`src/rtl/rng_pkg.sv`:
```
// rng_pkg: shared definitions for the obstacle random-number source.
//   LFSR_TAPS    - Galois feedback mask of the 16-bit LFSR
//   DEFAULT_SEED - reset seed, also substituted when a zero seed is loaded
//   state_t      - batch FSM states
//   lfsr_step    - one Galois shift of the 16-bit LFSR
package rng_pkg;

  localparam logic [15:0] LFSR_TAPS    = 16'hB400;
  localparam logic [15:0] DEFAULT_SEED = 16'hACE1;

  typedef enum logic [1:0] {IDLE, DRAW, DONE} state_t;

  function automatic logic [15:0] lfsr_step(input logic [15:0] l);
    return (l >> 1) ^ (l[0] ? LFSR_TAPS : 16'h0000);
  endfunction

endpackage

```
`src/rtl/rng_lfsr.sv`:
```
// rng_lfsr: free-running 16-bit Galois LFSR with synchronous seed load.
// Ports:
//   clock      in  - rising-edge clock
//   reset      in  - asynchronous, active-low; returns the register to SEED
//   load       in  - replace the state with load_value instead of stepping
//   load_value in  - new seed; zero would lock the LFSR, so SEED is used instead
//   state      out - current LFSR contents
module rng_lfsr
  import rng_pkg::*;
#(
  parameter logic [15:0] SEED = DEFAULT_SEED
) (
  input  logic        clock,
  input  logic        reset,
  input  logic        load,
  input  logic [15:0] load_value,
  output logic [15:0] state
);

  // Steps every cycle so that the timing of requests feeds the sequence.
  always_ff @(posedge clock or negedge reset) begin
    if (!reset) begin
      state <= SEED;
    end else if (load) begin
      state <= (load_value == 16'h0000) ? SEED : load_value;
    end else begin
      state <= lfsr_step(state);
    end
  end

endmodule

```
`src/rtl/random_pool.sv`:
```
// random_pool: produces a batch of CHANNELS values in [0, RANGE) per request,
// none of which repeats any of the last NOREPEAT values emitted.
// Ports:
//   clock      in  - rising-edge clock
//   reset      in  - asynchronous, active-low
//   req        in  - batch request, sampled while idle
//   seed_load  in  - load seed_value into the LFSR and clear history (idle only)
//   seed_value in  - new seed, 0 selects SEED
//   busy       out - batch in progress, through the valid cycle
//   valid      out - one-cycle pulse, randoms holds a complete batch
//   randoms    out - channel k at [k*WIDTH +: WIDTH]
module random_pool
  import rng_pkg::*;
#(
  parameter int          WIDTH    = 4,
  parameter int          CHANNELS = 3,
  parameter int          RANGE    = 12,
  parameter int          NOREPEAT = 2,
  parameter logic [15:0] SEED     = DEFAULT_SEED
) (
  input  logic                      clock,
  input  logic                      reset,
  input  logic                      req,
  input  logic                      seed_load,
  input  logic [15:0]               seed_value,
  output logic                      busy,
  output logic                      valid,
  output logic [WIDTH*CHANNELS-1:0] randoms
);

  localparam int IDX_W  = (CHANNELS > 1) ? $clog2(CHANNELS) : 1;
  // Keeps the history arrays legal when exclusion is disabled.
  localparam int HDEPTH = (NOREPEAT > 0) ? NOREPEAT : 1;

  localparam logic [WIDTH:0]   RANGE_X  = (WIDTH+1)'(RANGE);
  localparam logic [WIDTH-1:0] LAST_VAL = WIDTH'(RANGE-1);
  localparam logic [IDX_W-1:0] LAST_IDX = IDX_W'(CHANNELS-1);

  state_t             state;
  logic [IDX_W-1:0]   idx;
  logic               first;
  logic [WIDTH-1:0]   cand_q;
  logic [WIDTH-1:0]   cand;
  logic [WIDTH-1:0]   folded;
  logic [WIDTH:0]     raw;
  logic               hit;
  logic [WIDTH-1:0]   hist_value [HDEPTH];
  logic [HDEPTH-1:0]  hist_valid;
  logic [15:0]        lfsr_state;
  logic               lfsr_load;
  logic               unused_lfsr_bits;

  // Seeds are only accepted while idle; a load during a batch is dropped.
  assign lfsr_load = (state == IDLE) && seed_load;

  rng_lfsr #(.SEED(SEED)) u_lfsr (
    .clock      (clock),
    .reset      (reset),
    .load       (lfsr_load),
    .load_value (seed_value),
    .state      (lfsr_state)
  );

  // Only the low WIDTH bits feed the fold; the rest only drive the shift.
  assign unused_lfsr_bits = ^lfsr_state;

  // Single subtraction suffices because 2*RANGE >= 2**WIDTH.
  always_comb begin
    raw = {1'b0, lfsr_state[WIDTH-1:0]};
    if (raw >= RANGE_X) begin
      raw = raw - RANGE_X;
    end
    folded = raw[WIDTH-1:0];
  end

  // After a hit, walk upward from the rejected value so each channel
  // resolves within NOREPEAT+1 cycles.
  always_comb begin
    if (first) begin
      cand = folded;
    end else if (cand_q == LAST_VAL) begin
      cand = '0;
    end else begin
      cand = cand_q + 1'b1;
    end
  end

  always_comb begin
    hit = 1'b0;
    for (int i = 0; i < NOREPEAT; i++) begin
      if (hist_valid[i] && (hist_value[i] == cand)) begin
        hit = 1'b1;
      end
    end
  end

  // Batch FSM: one channel commit per miss cycle, history shifted on commit,
  // valid raised together with entry into DONE so it is a registered pulse.
  always_ff @(posedge clock or negedge reset) begin
    if (!reset) begin
      state      <= IDLE;
      idx        <= '0;
      first      <= 1'b1;
      cand_q     <= '0;
      hist_valid <= '0;
      for (int i = 0; i < HDEPTH; i++) begin
        hist_value[i] <= '0;
      end
      randoms    <= '0;
      valid      <= 1'b0;
      busy       <= 1'b0;
    end else begin
      case (state)
        IDLE: begin
          if (seed_load) begin
            hist_valid <= '0;
          end else if (req) begin
            idx   <= '0;
            first <= 1'b1;
            busy  <= 1'b1;
            state <= DRAW;
          end
        end
        DRAW: begin
          if (hit) begin
            cand_q <= cand;
            first  <= 1'b0;
          end else begin
            randoms[idx*WIDTH +: WIDTH] <= cand;
            for (int i = HDEPTH-1; i > 0; i--) begin
              hist_value[i] <= hist_value[i-1];
              hist_valid[i] <= hist_valid[i-1];
            end
            hist_value[0] <= cand;
            hist_valid[0] <= 1'b1;
            first         <= 1'b1;
            if (idx == LAST_IDX) begin
              state <= DONE;
              valid <= 1'b1;
            end else begin
              idx <= idx + 1'b1;
            end
          end
        end
        DONE: begin
          valid <= 1'b0;
          busy  <= 1'b0;
          state <= IDLE;
        end
        default: begin
          state <= IDLE;
        end
      endcase
    end
  end

endmodule

```
`config.mk`:
```
export PLATFORM = sky130hd
export DESIGN_NAME = random_pool
export DESIGN_NICKNAME = d
export VERILOG_FILES = /design/src/rtl/rng_pkg.sv /design/src/rtl/rng_lfsr.sv /design/src/rtl/random_pool.sv
export SDC_FILE = /design/constraint.sdc
export NUM_CORES = 1
export LEC_CHECK = 0
export CORE_ASPECT_RATIO = 1.2
export CORE_MARGIN = 3
export CORE_UTILIZATION = 49
export CTS_CLUSTER_DIAMETER = 150
export DETAILED_ROUTE_END_ITERATION = 6
export PLACE_DENSITY_LB_ADDON = 0.05
export SYNTH_ARGS = -nofsm -noshare
export SYNTH_HDL_FRONTEND = slang
export SYNTH_SLANG_ARGS = --single-unit
```
`constraint.sdc`:
```
create_clock -name clock -period 2.85 [get_ports clock]
set_input_delay 0.285 -clock clock [delete_from_list [all_inputs] [get_ports clock]]
set_output_delay 0.285 -clock clock [all_outputs]
set_load 0.02 [all_outputs]
```
==> impl_results.md <==
- Sw power: approximately 1.4 mW
- # IOs: 34
- Worst path required time: 3.03 ns
- Layout net count: 292
- 1st-iter DRT viols: 66
- Final hold vios: 0
- Fin crit period: around 2.7 ns
- Inserted Clock Buffers: 5
- DP Worst Slack: approximately 0.097 ns
- HPWL Detailed: ~3900 µm
- Initial Util: 0.508
- Outcome: completed
- Die height: 84.7 µm
- Worst Skew: ~0.0098 ns
- CTS sink count: 49
- Fin Setup TNS: 0 ns
- RePlAce Congestion: approximately 0.80
- Area of the multi-input gates: about 1200 µm²
- ANT nets after route: 0
- Worst path cell trace: ha_1, or4b_2, o22a_1, o2111ai_1, or3_4, o31a_1, and3_2, mux2_2
- Global-route wire length before repair: between 9000 and 10000 µm
- CTS root buf: clkbuf_8
- Routed vias: 1825
- Power per cell area: between 1000 and 1500 nW/µm²
- Dominant cell type by area after synthesis: dfrtp_1
- Hold Buf Count CTS: 0
- Setup Fix Bufs, Post-CTS: 0
- DR vias/cell: 5.58
- Internal: ~2.1 mW
- Syn_nets: around 250
- Clk pin slew, worst setup/hold paths: roughly 0.080 ns
- Comb pwr share: 0.527
- Final Power: roughly 3.5 mW
- #FFs+latches synth: 49
- Area contributors post-synth: dfrtp_1 (40%), dfstp_2 (9.4%), mux2_2 (6.2%), mux2_4 (4.8%), o22a_1 (3.5%)
- Congestion Overflow GR: 0
- Pleak: about 1.3 nW
- Largest stage delay, worst path: around 0.60 ns
- Core area: 4970 µm²
- Area grow syn2layout: 22.2%
- Register area: about 1200 µm²
- Crit-path slowest cell: or4b_2
- Hold crit path type: primary input to async pin
- Seq/Total Area, Yosys: 0.490
- Final worst slack: 0.140 ns
- Fmax: 369 MHz
- Worst-Skew Late Latency: roughly 0.30 ns
- Critical Path AT: about 2.9 ns
- Gate Count Post-Synth: 226
- 1st-pass router iterations: 4
- Synth cell count leaders: dfrtp_1 (40), nor2_1 (18), o21ai_0 (15), mux2_2 (14)
- CTS max path bufs: 2
- Final period utilization: 0.951
- Yosys cell types: 50
- Peak supply drop: around 560 µV
- Htree depth: 2
- Die area: around 6000 µm²
- Wire per inst: roughly 16 µm
- Pin count of the biggest net entering global routing: 50
- RSZ-0062 raised after global routing: false
- CP Launch Type: flip-flop
- Switching Share: 0.397
- Die width: a little over 70 µm
- Synth Warn #: 0
- Clock network fraction of total power: 0.111
- CP Class: flip-flop to flip-flop
- Main synth FF type: dfrtp_1
- Pins Over Slew Limit: 0
- Initial antenna violation count: 0
- Layout cells sized above 1: 0.247
- Synthesized area per cell: ~11 µm²
- Final wirelength: ~5200 µm
- Post-synth EDFFs: 0
- Sequential share of power: 0.362
- Setup-failing EPs final: 0
- CTS tree: yes
- All-Layer GR Usage: 0.191
- Ys async rst share: 1.00
- Yosys top cell area share: 0.396
- Fillers: between 400 and 500
- Count leader, synth: dfrtp_1
- Vias in the first global route: 1865
- Slew @ Worst Pin: 1.08 ns
- I/O Buffers: 33
- Critical path fanouts, max: 5
- # DRC: 0
- Row cnt: 28
- Antenna cells: 0
- Maxcap violations: 0
- Worst slew margin: 0.277
- Post-Syn Area: 2530 µm²
- CP endpoint kind: flip-flop
## final timing paths
check                                      from               to  slack (ns)  cells past startpoint
max in group asynchronous                 reset       randoms[8]        1.99                      1
worst min register to register  u_lfsr.state[9]  u_lfsr.state[8]        0.49                      1
worst min-delay path                      reset  u_lfsr.state[2]        0.18                      1
min in group clock              u_lfsr.state[9]  u_lfsr.state[8]        0.49                      1
worst max register to register        cand_q[0]       randoms[9]        0.14                      8
worst max-delay path                  cand_q[0]       randoms[9]        0.14                      8
## critical path, delay by kind of cell (launching register included)
kind            cells  cell delay (ns)
flops               1             0.41
mux                 1             0.35
fa+ha+maj           1             0.20
simple gates        3             1.07
compound gates      3             0.56
## power by group through the flow
| stage | clock network (mW) | registers (mW) | logic (mW) |
|---|---|---|---|
| CTS | 0.408 | 1.28 | 1.77 |
| finish | 0.391 | 1.28 | 1.86 |
| global placement | 0 | 1.29 | 1.75 |
| detailed placement | 0 | 1.30 | 1.76 |
| global route | 0.440 | 1.33 | 2.05 |
| floorplan | 0 | 1.29 | 1.21 |
## kinds of logic (layout without fill, tap and decap cells)
group / after synthesis / after routing / share of synthesized area
and+or+nand+nor: 67 / 67 / 0.144
xor gates and xnor gates: 8 / 8 / 0.0277
adders and majority gates: 6 / 6 / 0.0297
DFF: 49 / 49 / 0.490
AOI/OAI and AO/OA: 48 / 48 / 0.145
muxes: 24 / 24 / 0.123
buffers and inverters: 24 / 65 / 0.0416
## state kept, by name, indices dropped and copies added, names as in the netlist
name          flops
idx               2
state             2
busy              1
hist_value        8
randoms          12
cand_q            4
valid             1
hist_valid        2
u_lfsr.state     16
first             1
## placed cells by master, fill, tap and decap left out, types with 3 or more instances in the layout
cell type        instances
a21oi_1                  3
buf_4                   12
clkbuf_8                 5
clkdlybuf4s50_1         32
dfrtp_1                 40
dfstp_2                  9
ha_1                     6
inv_1                   12
mux2_2                  14
mux2_4                   8
nand2_1                 12
nand2b_1                 3
nand3_1                  3
nor2_1                  17
nor2b_1                  6
nor4_1                   5
o21ai_0                 14
o22a_1                  10
o31ai_1                  3
xnor2_1                  3
xor2_1                   4
## layer usage
layer,global-route usage,wire length (µm)
met3,0.0335,159
met2,0.290,2430
met4,0.0632,89
met5,0,0
met1,0.276,2530
## what timing repair did
action	in CTS	in global routing
resized for setup	0	11
endpoints found under the setup margin	0	22
endpoints found under the hold margin	0	0
## stage by stage
stage,hold WS (ns),instance area [µm²],std cells,util
floorplan,-0.0106,2530,226,-
global placement,0.464,2960,319,0.596
detailed placement,0.465,2960,319,0.596
CTS,0.218,3050,327,0.612
global route,0.258,3090,327,0.621
finish,0.180,3090,327,0.621
## cell type report
class | instances | share of cell area
multi-input combinational | 153 | 0.399
clock inverter | 2 | 0.00324
sequential | 49 | 0.401
inverter | 12 | 0.0146
clock buffer | 6 | 0.0235
tap | 60 | 0.0243
timing repair buffer | 45 | 0.135
No activity file was read; power rests on OpenSTA's default activity.
